===== config.mk =====
export PLATFORM = sky130hd
export DESIGN_NAME = mem_arbiter
export DESIGN_NICKNAME = d
export VERILOG_FILES = /design/src/rtl/mem_arbiter.sv
export SDC_FILE = /design/constraint.sdc
export NUM_CORES = 1
export LEC_CHECK = 0
export BUFFER_PORTS_ARGS = -buffer_cell sky130_fd_sc_hd__buf_2
export CORE_MARGIN = 8
export CORE_UTILIZATION = 44
export DETAILED_ROUTE_END_ITERATION = 10
export PLACE_DENSITY = 0.8
export SYNTH_ARGS = -nofsm -noshare
export SYNTH_HDL_FRONTEND = slang
export SYNTH_SLANG_ARGS = --single-unit
export TNS_END_PERCENT = 20

===== constraint.sdc =====
create_clock -name clk -period 2.9 [get_ports clk]
set_input_delay 0.29 -clock clk [delete_from_list [all_inputs] [get_ports clk]]
set_output_delay 0.29 -clock clk [all_outputs]
set_load 0.005 [all_outputs]

===== src/rtl/mem_arbiter.sv =====
// Serialises NUM_PORTS memory masters onto one synchronous memory with fixed access latency.
// Define MEM_ARB_RR_EN for round-robin arbitration; default is fixed priority with port 0 highest.
module mem_arbiter #(
  parameter int NUM_PORTS   = 2,
  parameter int ADDR_WIDTH  = 17,
  parameter int DATA_WIDTH  = 32,
  parameter int MEM_LATENCY = 1
) (
  input  logic                                clk,
  input  logic                                rst,
  input  logic [NUM_PORTS-1:0]                m_req,
  input  logic [NUM_PORTS-1:0]                m_we,
  input  logic [NUM_PORTS*ADDR_WIDTH-1:0]     m_addr,
  input  logic [NUM_PORTS*DATA_WIDTH-1:0]     m_wdata,
  input  logic [NUM_PORTS*(DATA_WIDTH/8)-1:0] m_sel,
  output logic [NUM_PORTS-1:0]                m_ack,
  output logic [DATA_WIDTH-1:0]               m_rdata,
  output logic                                mem_ce,
  output logic                                mem_we,
  output logic [ADDR_WIDTH-1:0]               mem_addr,
  output logic [DATA_WIDTH-1:0]               mem_wdata,
  output logic [DATA_WIDTH/8-1:0]             mem_sel,
  input  logic [DATA_WIDTH-1:0]               mem_rdata,
  output logic                                busy
);

  localparam int SW = DATA_WIDTH / 8;
  localparam int IW = $clog2(NUM_PORTS);
  localparam int CW = $clog2(MEM_LATENCY) + 1;
  localparam logic [CW-1:0] CNT_LAST = CW'(MEM_LATENCY - 1);

  localparam logic [1:0] S_IDLE   = 2'd0;
  localparam logic [1:0] S_ACCESS = 2'd1;
  localparam logic [1:0] S_ACK    = 2'd2;

  logic [1:0]    state;
  logic [IW-1:0] win;
  logic [CW-1:0] cnt;

  logic                  port_we    [NUM_PORTS];
  logic [ADDR_WIDTH-1:0] port_addr  [NUM_PORTS];
  logic [DATA_WIDTH-1:0] port_wdata [NUM_PORTS];
  logic [SW-1:0]         port_sel   [NUM_PORTS];

  genvar g;
  for (g = 0; g < NUM_PORTS; g++) begin : g_unpack
    assign port_we[g]    = m_we[g];
    assign port_addr[g]  = m_addr[g*ADDR_WIDTH +: ADDR_WIDTH];
    assign port_wdata[g] = m_wdata[g*DATA_WIDTH +: DATA_WIDTH];
    assign port_sel[g]   = m_sel[g*SW +: SW];
  end

  logic          gnt_valid;
  logic [IW-1:0] gnt_idx;

`ifdef MEM_ARB_RR_EN
  // rr_ptr holds the port the next search starts from (last winner + 1).
  logic [IW-1:0] rr_ptr;

  always_comb begin
    gnt_valid = 1'b0;
    gnt_idx   = '0;
    for (int k = 0; k < NUM_PORTS; k++) begin
      if (!gnt_valid && m_req[(int'(rr_ptr) + k) % NUM_PORTS]) begin
        gnt_valid = 1'b1;
        gnt_idx   = IW'((int'(rr_ptr) + k) % NUM_PORTS);
      end
    end
  end

  always_ff @(posedge clk or posedge rst) begin
    if (rst)
      rr_ptr <= '0;
    else if (state == S_IDLE && gnt_valid)
      rr_ptr <= (gnt_idx == IW'(NUM_PORTS - 1)) ? '0 : gnt_idx + 1'b1;
  end
`else
  always_comb begin
    gnt_valid = 1'b0;
    gnt_idx   = '0;
    for (int k = NUM_PORTS - 1; k >= 0; k--) begin
      if (m_req[k]) begin
        gnt_valid = 1'b1;
        gnt_idx   = IW'(k);
      end
    end
  end
`endif

  // The mem_* registers double as the command registers, so they read zero outside ACCESS.
  always_ff @(posedge clk or posedge rst) begin
    if (rst) begin
      state     <= S_IDLE;
      win       <= '0;
      cnt       <= '0;
      m_ack     <= '0;
      m_rdata   <= '0;
      mem_ce    <= 1'b0;
      mem_we    <= 1'b0;
      mem_addr  <= '0;
      mem_wdata <= '0;
      mem_sel   <= '0;
    end else begin
      m_ack <= '0;
      case (state)
        S_IDLE: begin
          if (gnt_valid) begin
            state     <= S_ACCESS;
            win       <= gnt_idx;
            cnt       <= '0;
            mem_ce    <= 1'b1;
            mem_we    <= port_we[gnt_idx];
            mem_addr  <= port_addr[gnt_idx];
            mem_wdata <= port_wdata[gnt_idx];
            mem_sel   <= port_sel[gnt_idx];
          end
        end
        S_ACCESS: begin
          cnt <= cnt + CW'(1);
          if (cnt == CNT_LAST) begin
            state      <= S_ACK;
            m_ack[win] <= 1'b1;
            if (!mem_we)
              m_rdata <= mem_rdata;
            mem_ce    <= 1'b0;
            mem_we    <= 1'b0;
            mem_addr  <= '0;
            mem_wdata <= '0;
            mem_sel   <= '0;
          end
        end
        S_ACK:   state <= S_IDLE;
        default: state <= S_IDLE;
      endcase
    end
  end

  assign busy = (state != S_IDLE);

endmodule


==> summary.md, run 1 <==
| Metric | Value |
|---|---|
| Synth cell types | `22` |
| Tightest Hold Check Type | `primary input to async pin` |
| Nets@finish | `647` |
| Clk_skew | `16.20 ps` |
| Area after DPL | `0.005328 mm2` |
| Top-area cell type share of the netlist area | `56.88%` |
| Synth cell count leaders | `dfrtp_1, mux2i_1, o2bb2ai_1, mux2_4, buf_2` |
| Placed insts | `603` |
| Fin cells | `619` |
| Final hold vios | `12` |
| Worst hold slack | `-10.33 ps` |
| Die Height | `112.4 um` |
| Cells after Synth | `274` |
| Post-CTS sizing | `0` |
| Detailed Route WL | `11,840 um` |
| Worst EP required | `3130 ps` |
| Worst setup SP type | `flip-flop` |
| Worst-path clk slew | `100 ps` |
| Synthesis-to-layout area growth | `34.89%` |
| Adder-cell share of the synthesized area | `0%` |
| Cell with the most instances after synthesis | `dfrtp_1` |
| #FFs+latches synth | `93` |
| Sequential cell area fraction in the yosys report | `56.88%` |
| Post-CTS Setup Bufs | `0` |
| Gpl congestion | `0.7527` |
| Post-Syn Nets | `418` |
| Antenna-violating nets left | `0` |
| First-pass GRT wire length | `18,700 um` |
| Worst Max-Slew Pin Slew | `960.0 ps` |
| Pwr Density | `1022 mW/mm2` |
| Remaining DRCs | `0` |
| Iter 0 DRT Violations | `106` |
| RSZ-0062 raised after global routing | `false` |
| Final setup vio count | `0` |
| FILL cells | `736` |
| Crit path DAT | `2290 ps` |
| Number of diodes | `0` |
| PortBufs | `233` |
| Num CTS Buffers | `9` |
| H-Tree Depth | `3` |
| Synth Warn # | `0` |
| FMAX | `487.5 MHz` |
| Critical Path End Type | `flip-flop` |
| Synth Cell Area | `0.004091 mm2` |
| Largest net degree at the start of global routing | `58` |
| Setup CP Type | `flip-flop to flip-flop` |
| Final period util | `70.74%` |
| GRT Resource Usage Total | `18.46%` |
| Seq pwr share | `41.4%` |
| Post-synth top area cell | `dfrtp_1` |
| Syn avg cell area | `14.93 um2` |
| Clock Power Share | `14.6%` |
| Peak VDD IR | `498.2 uV` |
| Die area | `0.01264 mm2` |
| Status | `complete, but fails checks` |
| Vias post-DR | `3,130` |
| Pleak | `0.003061 uW` |
| Largest family of logic cells by synthesized area | `multiplexers` |
| Switching power share of the total | `36.43%` |
| Switch Pwr | `2055 uW` |
| Detailed-placement wirelength estimate | `9197 um` |
| Routed wire length per instance | `19.13 um` |
| Total Power | `5641 uW` |
| Clock sink total | `93` |
| Primary FF master, synth | `dfrtp_1` |
| Post-CTS Hold Buffers | `0` |
| Vias in the first global route | `3,728` |
| R2R setup slack | `850 ps` |
| Critical path fanouts, max | `32` |
| Failing checks | `negative hold slack` |
| CTS tree | `built` |
| Synth top area cells | `dfrtp_1, mux2i_1, o2bb2ai_1, mux2_4, buf_12` |
| Grt total ovfl | `0` |
| Simple-Gate Fraction of Synth Area | `1.713%` |
| Initial Utilization | `44.70%` |
| EDFF count, synth | `0` |
| Setup TNS Final | `0 ps` |
| Post-Synth XOR/XNOR Area | `0%` |
| Die W | `112.4 um` |
| Comb pwr share | `44.0%` |
| Max Cap Violations | `0` |
| Layout cells sized above 1 | `57.48%` |
| Max clock buf depth | `2` |
| Synth Area in Compound Gates | `12.66%` |
| Tmin final | `2051 ps` |
| Pins Over Slew Limit | `0` |
| Vias per cell | `5.057` |
| Normalized max-slew margin | `36.00%` |
| TritonRoute pass-1 iters | `4` |
| Mux share of post-synthesis cell area | `24.77%` |
| Core area | `0.009153 mm2` |
| Clock Latency Late Sink | `360 ps` |
| Total internal power | `3586 uW` |
| Initial antenna violation count | `0` |
| Top Ports | `234` |
| Rows | `35` |
| CTS root buf | `clkbuf_8` |
| Async set or reset register ratio after synthesis | `100.0%` |
| Finished Cell Area | `0.005519 mm2` |
| Worst r2r path cells | `3` |
==> layout by cell type (no fill, tap or decap) <==
cell type / instances
buf_2: 233
dfrtp_1: 93
mux2i_1: 54
o2bb2ai_1: 54
mux2_4: 30
clkbuf_8: 9
buf_4: 4
inv_1: 3
a21oi_1: 3
nand2_1: 3
nor2_1: 2
clkinv_2: 2
mux2_2: 2
clkinv_4: 2
inv_6: 2
or3b_4: 1
nor2_8: 1
or2b_1: 1
o21ai_4: 1
o21ai_0: 1
o31ai_4: 1
nand2b_4: 1
and2_1: 1
a21boi_0: 1
clkinv_8: 1
inv_8: 1
buf_12: 1
==> worst paths after layout <==
kind,start,end
setup / recovery,state[0],m_rdata[17]
hold / removal,rst,mem_wdata[26]
setup reg to reg,state[0],m_rdata[17]
hold reg to reg,win,m_ack[0]
max in group asynchronous,rst,m_rdata[11]
min in group clk,mem_rdata[30],m_rdata[30]
==> power groups by stage <==
stage	Clock (uW)	Sequential, uW	Combinational [uW]
final	822	2340	2480
after global placement	0	2320	2440
after floorplan	0	2370	1420
after global routing	896	2410	2690
after detailed placement	0	2320	2560
after CTS	849	2330	2540
==> metal layers <==
| metal | up-vias | global-route usage (%) | part of all wire (%) |
|---|---|---|---|
| met5 | - | 0 | 0 |
| li1 | 1482 | - | - |
| met1 | 1480 | 19.85 | 38 |
| met4 | 0 | 6.025 | 1.3 |
| met2 | 153 | 31.67 | 50 |
| met3 | 15 | 8.374 | 10 |
==> cell families (layout without fill, tap and decap cells) <==
logic type | count (synthesis) | after routing
flops | 93 | 93
mux | 86 | 86
compound gates | 61 | 61
buf+inv | 24 | 258
simple gates | 10 | 10
==> worst max-delay path: stages (launching register included) <==
cell and delay [ps]:
dfrtp_1 450, or3b_4 460, nor2_8 590, mux2_2 410
==> area by class of cell <==
class | instances | area, um2 | share of cell area, %
Multi-Input combinational cell | 157 | 1629 | 29.52
Clock buffer | 9 | 123.9 | 2.244
Timing Repair Buffer | 238 | 1216 | 22.04
Sequential cell | 93 | 2327 | 42.17
Tap cell | 111 | 138.9 | 2.516
Inverter | 4 | 16.27 | 0.2947
Clock inverter | 7 | 67.56 | 1.224
==> per-stage QoR <==
stage | utilization [%] | setup slack, ps
3_3_place_gp | 58.21 | 947.9
2_1_floorplan | - | 189.7
4_1_cts | 60.30 | 844.0
3_5_place_dp | 58.21 | 866.1
5_1_grt | 60.30 | 762.2
6_report | 60.30 | 848.6
==> registers in the layout (all words and copies together), names as in the netlist <==
register   count
m_rdata       32
mem_wdata     32
mem_addr      17
mem_sel        4
m_ack          2
state          2
cnt            1
mem_ce         1
mem_we         1
win            1
No activity file was read; power rests on OpenSTA's default activity.
==> run 2, diff against run 1 <==
- CORE_UTILIZATION: 44 -> 40
- PLACE_DENSITY: 0.8 -> 0.77
- clock period: 2.9 -> 1.85 ns (I/O delays scaled with it)
==> summary.md, run 2 (synthesis gave the netlist of run 1 again) <==
| Metric | Value |
|---|---|
| Status | `finished clean` |
| Vias post-DR | `3,138` |
| Reg-to-Reg Start | `state[0]` |
| Layout cells sized above 1 | `58.03%` |
| Clk_skew | `14.31 ps` |
| Max clock buf depth | `2` |
| Clock Latency Late Sink | `350 ps` |
| Remaining DRCs | `0` |
| Initial antenna violation count | `0` |
| Die Height | `117.1 um` |
| PortBufs | `233` |
| Fin cells | `653` |
| FMAX | `577.3 MHz` |
| Worst hold path depth | `2` |
| H-Tree Depth | `3` |
| Post-CTS Setup Bufs | `0` |
| Synthesis-to-layout area growth | `38.87%` |
| Placed insts | `637` |
| Worst setup SP type | `flip-flop` |
| Die W | `117.1 um` |
| CTS root buf | `clkbuf_8` |
| Nets@finish | `657` |
| Largest regs | `m_rdata (32), mem_wdata (32), mem_addr (17)` |
| Max Cap Violations | `0` |
| Iter 0 DRT Violations | `82` |
| RSZ-0062 raised after global routing | `false` |
| Largest net degree at the start of global routing | `49` |
| Antenna-violating nets left | `0` |
| First-pass GRT wire length | `17,070 um` |
| Tmin final | `1732 ps` |
| Crit path DAT | `1970 ps` |
| Post-place setup slack | `107.1 ps` |
| Worst EP required | `2080 ps` |
| Switching power share of the total | `34.21%` |
| Seq pwr share | `40.0%` |
| Critical Path End Type | `flip-flop` |
| Final Util | `56.04%` |
| Worst r2r path cells | `4` |
| Detailed Route WL | `11,370 um` |
| Worst Max-Slew Pin Slew | `591.4 ps` |
| Worst hold start | `mem_rdata[10]` |
| Pleak | `0.003123 uW` |
| Num CTS Buffers | `9` |
| PnR worst setup slack | `117.6 ps` |
| Clock sink total | `93` |
| Worst hold slack | `56.59 ps` |
| Commonest non-fill, non-tap cell in the layout | `buf_2` |
| Comb pwr share | `43.6%` |
| Clock Power Share | `16.3%` |
| Number of diodes | `0` |
| Critical path fanouts, max | `19` |
| Grt total ovfl | `0` |
| Initial Utilization | `40.36%` |
| Gpl congestion | `0.7707` |
| Pwr Density | `1598 mW/mm2` |
| Worst flop-to-flop path endpoint | `m_rdata[24]` |
| Peak VDD IR | `702.1 uV` |
| Pins Over Slew Limit | `0` |
| GRT Resource Usage Total | `16.08%` |
| R2R setup slack | `120 ps` |
| TritonRoute pass-1 iters | `4` |
| Final hold vios | `0` |
| Post-CTS sizing | `0` |
| Worst hold path endpoint | `m_rdata[10]` |
| Detailed-placement wirelength estimate | `8973 um` |
| Commonest non-fill, non-tap cells in the layout | `buf_2, dfrtp_1, mux2i_1, o2bb2ai_1, mux2_4` |
| Final setup vio count | `0` |
| Setup CP Type | `flip-flop to flip-flop` |
| Switch Pwr | `3106 uW` |
| Vias per cell | `4.806` |
| Normalized max-slew margin | `60.57%` |
| CTS tree | `built` |
| Die area | `0.01372 mm2` |
| Worst-path clk slew | `100 ps` |
| Total internal power | `5972 uW` |
| Top Ports | `234` |
| Rows | `37` |
| Core area | `0.01014 mm2` |
| Vias in the first global route | `3,422` |
| Final period util | `93.64%` |
| Setup TNS Final | `0 ps` |
| Routed wire length per instance | `17.42 um` |
| Tightest Hold Check Type | `primary input to flip-flop` |
==> run 2: cell type report <==
type / count / area, um2
clock inverter: 6 / 93.84
multi-input combinational: 157 / 1629
inverter: 4 / 18.77
sequential: 93 / 2327
tap: 136 / 170.2
fill: 840 / 4457
timing repair buffer: 248 / 1319
clock buffer: 9 / 123.9
==> run 2: worst max path at each step <==
stage / start / endpoint / cells after the start
after global placement: state[0] / m_rdata[7] / 4
final: state[0] / m_rdata[24] / 4
after CTS: state[0] / m_rdata[24] / 4
after global routing: state[0] / m_rdata[24] / 4
after detailed placement: state[0] / m_rdata[24] / 4
after floorplan: state[1] / m_rdata[0] / 4
==> run 2: metrics by stage <==
stage          instance area (um2)  total power (uW)
6_report                      5682              9077
3_5_place_dp                  5454              7709
3_3_place_gp                  5454              7543
5_1_grt                       5682              9705
4_1_cts                       5682              9228
2_1_floorplan                 4095              5940
==> run 2: critical path, stage by stage, from the launching register on <==
cell and delay [ps]:
dfrtp_1 440, or3b_4 460, nor2_8 180, buf_12 210, mux2_4 320
==> run 2: what timing repair did <==
action | CTS | global route
setup endpoints to repair | 0 | 0
hold endpoints to repair | 16 | 0
hold buffers | 1 | 0
==> run 2: per-layer routing <==
metal / global-route usage [%] / vias up / share of wire, %
li1: - / 1492 / -
met1: 18.67 / 1483 / 40
met2: 27.27 / 150 / 47
met3: 5.285 / 13 / 11
met4: 5.717 / 0 / 1.4
met5: 0 / - / 0
==> run 2: power groups by stage <==
stage | clock (uW) | sequential [uW] | combinational (uW)
final | 1480 | 3640 | 3960
after global routing | 1620 | 3750 | 4330
after CTS | 1530 | 3640 | 4060
after detailed placement | 0 | 3640 | 4070
after global placement | 0 | 3620 | 3920
after floorplan | 0 | 3710 | 2230
==> run 3, diff against run 2 <==
--- a/config.mk
+++ b/config.mk
@@ -8,3 +8,3 @@
 export BUFFER_PORTS_ARGS = -buffer_cell sky130_fd_sc_hd__buf_2
-export CORE_MARGIN = 8
+export CORE_ASPECT_RATIO = 1.4
 export CORE_UTILIZATION = 40
==> constraint.sdc (replaced) <==
create_clock -name clk -period 1.85 [get_ports clk]
set_input_delay 0 -clock clk [delete_from_list [all_inputs] [get_ports clk]]
set_output_delay 0 -clock clk [all_outputs]
set_load 0.005 [all_outputs]
==> summary.md, run 3 <==
| Metric | Value |
|---|---|
| Status | `stopped before the end` |
| Halt Stage | `4_1_cts` |
| Stop err | `[ERROR RSZ-0060] Max buffer count reached.` |
| Post-Synth XOR/XNOR Area | `0%` |
| Post-CTS Setup Bufs | `0` |
| Post-CTS Hold Buffers | `130` |
| Rows | `43` |
| CTS root buf | `clkbuf_16` |
| Cells after Synth | `274` |
| Cell with the most instances after synthesis | `dfrtp_1` |
| Max clock buf depth | `2` |
| #FFs+latches synth | `93` |
| Synth Area in Compound Gates | `12.66%` |
| Synth Warn # | `0` |
| Post-Syn Nets | `418` |
| Post-synth top area cell | `dfrtp_1` |
| PortBufs | `233` |
| Simple-Gate Fraction of Synth Area | `1.713%` |
| Clock sink total | `93` |
| Adder-cell share of the synthesized area | `0%` |
| Mux share of post-synthesis cell area | `24.77%` |
| Die Height | `121.7 um` |
| Primary FF master, synth | `dfrtp_1` |
| Synth cell types | `22` |
| Gpl congestion | `0.7749` |
| Synth cell count leaders | `dfrtp_1, mux2i_1, o2bb2ai_1, mux2_4, buf_2` |
| Syn avg cell area | `14.93 um2` |
| Top-area cell type share of the netlist area | `56.88%` |
| Initial Utilization | `41.33%` |
| H-Tree Depth | `3` |
| Sequential cell area fraction in the yosys report | `56.88%` |
| Detailed-placement wirelength estimate | `7462 um` |
| Num CTS Buffers | `9` |
| EDFF count, synth | `0` |
| Synth Cell Area | `0.004091 mm2` |
| Top Ports | `234` |
| Synth top area cells | `dfrtp_1, mux2i_1, o2bb2ai_1, mux2_4, buf_12` |
| Post-CTS sizing | `0` |
| Async set or reset register ratio after synthesis | `100.0%` |
| Largest family of logic cells by synthesized area | `multiplexers` |
| Die W | `87.48 um` |
==> run 3: cell counts after synthesis <==
No cell type changed its count.
==> run 3: per-stage QoR <==
| stage | instance area (um2) | cells | util [%] | worst slack, ps | hold WS, ps |
|---|---|---|---|---|---|
| after global placement | 5410 | 632 | 54.65 | 178.6 | 152.8 |
| after floorplan | 4095 | 274 | - | 292.4 | 85.73 |
| after detailed placement | 5410 | 632 | 54.65 | 138.0 | 172.7 |
==> run 3: kinds of logic after synthesis <==
group	after synthesis
simple gates	10
compound gates	61
mux	86
buf+inv	24
flops	93
==> run 4, diff against run 3 <==
- CORE_ASPECT_RATIO: 1.4 -> not set
- CORE_UTILIZATION: 40 -> 33
- PLACE_DENSITY: 0.77 -> not set
- PLACE_DENSITY_LB_ADDON: not set -> 0.15
- clock period: 1.85 -> 2.4 ns (I/O delays scaled with it)
==> summary.md, run 4 (synthesis gave the netlist of run 1 again) <==
| Metric | Value |
|---|---|
| Status | `finished clean` |
| Setup CP Type | `primary input to flip-flop` |
| Number of diodes | `0` |
| Vias in the first global route | `3,923` |
| CTS root buf | `clkbuf_16` |
| Post-CTS sizing | `0` |
| Initial Utilization | `33.92%` |
| Delay-heaviest family, CP | `buffers and inverters` |
| CP dominant cell by count | `dlygate4sd3_1` |
| Clock sink total | `93` |
| Pwr Density | `1064 mW/mm2` |
| Max clock buf depth | `2` |
| Detailed Route WL | `12,130 um` |
| Worst flop-to-flop path endpoint | `mem_addr[7]` |
| Critical path fanouts, max | `39` |
| Die W | `113.3 um` |
| Crit-path cells | `dlygate4sd3_1, buf_2, nand2b_4, buf_12, mux2i_1, dlygate4sd3_1, o2bb2ai_1` |
| Worst hold path depth | `3` |
| Normalized max-slew margin | `27.52%` |
| Initial antenna violation count | `0` |
| M2 GR Usage | `34.23%` |
| Worst-path clk slew | `60 ps` |
| H-Tree Depth | `3` |
| FMAX | `462.8 MHz` |
| Vias per cell | `4.519` |
| Die Height | `113.3 um` |
| Synthesis-to-layout area growth | `73.52%` |
| Worst EP required | `2610 ps` |
| Final period util | `90.03%` |
| CP peak stage delay | `580 ps` |
| Worst setup SP type | `primary input` |
| Commonest non-fill, non-tap cells in the layout | `buf_2, dlygate4sd3_1, dfrtp_1, mux2i_1, o2bb2ai_1` |
| Routed wire length per instance | `15.00 um` |
| Crit path DAT | `2370 ps` |
| Worst Max-Slew Pin Slew | `1087 ps` |
| Worst hold start | `m_addr[2]` |
| Largest regs | `m_rdata (32), mem_wdata (32), mem_addr (17)` |
| Post-place setup slack | `263.4 ps` |
| Worst hold path endpoint | `mem_addr[2]` |
| GR Layer Usage met1 | `22.14%` |
| GRT Resource Usage Total | `19.11%` |
| Post-CTS Hold Buffers | `133` |
| Crit path launch | `m_req[0]` |
| Clk_skew | `5.468 ps` |
| Gpl congestion | `0.6908` |
| PortBufs | `233` |
| Final setup vio count | `0` |
| Die area | `0.01285 mm2` |
| Num CTS Buffers | `9` |
| Met3 Use GR | `5.410%` |
| Detailed-placement wirelength estimate | `7117 um` |
| Tmin final | `2161 ps` |
| Vias post-DR | `3,656` |
| Core area | `0.01206 mm2` |
| Max Cap Violations | `0` |
| Pleak | `0.003690 uW` |
| CP max-delay cell | `dlygate4sd3_1` |
| Setup TNS Final | `0 ps` |
| Nets@finish | `780` |
| Worst path bufs/invs | `4` |
| Antenna-violating nets left | `0` |
| Largest net degree at the start of global routing | `94` |
| PnR worst setup slack | `239.2 ps` |
| Worst r2r path cells | `3` |
| TritonRoute pass-1 iters | `4` |
| R2R setup slack | `290 ps` |
| Tightest Hold Check Type | `primary input to flip-flop` |
| Post-CTS Setup Bufs | `0` |
| Total Power | `7553 uW` |
| Layout cells sized above 1 | `45.24%` |
| Clock Latency Late Sink | `330 ps` |
| Remaining DRCs | `0` |
| Critical Path End Type | `flip-flop` |
| Peak VDD IR | `685.3 uV` |
| Iter 0 DRT Violations | `115` |
| Pins Over Slew Limit | `0` |
| Grt total ovfl | `0` |
| First-pass GRT wire length | `19,110 um` |
| GR peak layer | `met2` |
| RSZ-0062 raised after global routing | `false` |
| Commonest non-fill, non-tap cell in the layout | `buf_2` |
| CTS tree | `built` |
| Rows | `40` |
| Top Ports | `234` |
| Final hold vios | `0` |
| Reg-to-Reg Start | `state[0]` |
-- run 4: stage by stage --
stage / hold slack [ps] / std cells / cell area [um2] / utilization (%)
finish: 5.658 / 809 / 7099 / 58.86
global route: 4.470 / 809 / 7099 / 58.86
CTS: 0.4566 / 809 / 7099 / 58.86
detailed placement: 195.3 / 660 / 5426 / 44.99
global placement: 185.3 / 660 / 5426 / 44.99
floorplan: 85.73 / 274 / 4095 / -
-- run 4: final cells by class --
class,count,area (um2)
Sequential cell,93,2327
Multi-Input combinational cell,157,1629
Clock buffer,12,246.5
Fill cell,958,4962
Timing Repair Buffer,371,2572
Clock inverter,4,95.09
Tap cell,168,210.2
Inverter,4,18.77
-- run 4: how the worst max path moves through the flow --
stage / endpoint / slack [ps] / depth (start not counted)
6_report: mem_wdata[2] / 240 / 7
5_1_grt: mem_wdata[5] / 100 / 3
4_1_cts: mem_wdata[28] / 250 / 3
3_5_place_dp: mem_addr[16] / 260 / 3
3_3_place_gp: mem_addr[7] / 310 / 3
2_1_floorplan: m_rdata[0] / 840 / 4
-- run 4: layer usage --
| metal | vias to the layer above | routed length [um] |
|---|---|---|
| li1 | 1750 | - |
| met1 | 1735 | 4940 |
| met2 | 159 | 6171 |
| met3 | 12 | 874 |
| met4 | 0 | 148 |
| met5 | - | 0 |
-- run 4: where the power goes --
part           total [uW]  switching (uW)  internal [uW]
Sequential           2800             442           2360
Combinational        3140            1400           1750
Clock                1600             558           1050
Total                7550            2400           5150
-- run 4: worst min-delay path, stage by stage --
cell,delay [ps]
buf_2,80
mux2i_1,80
o2bb2ai_1,150
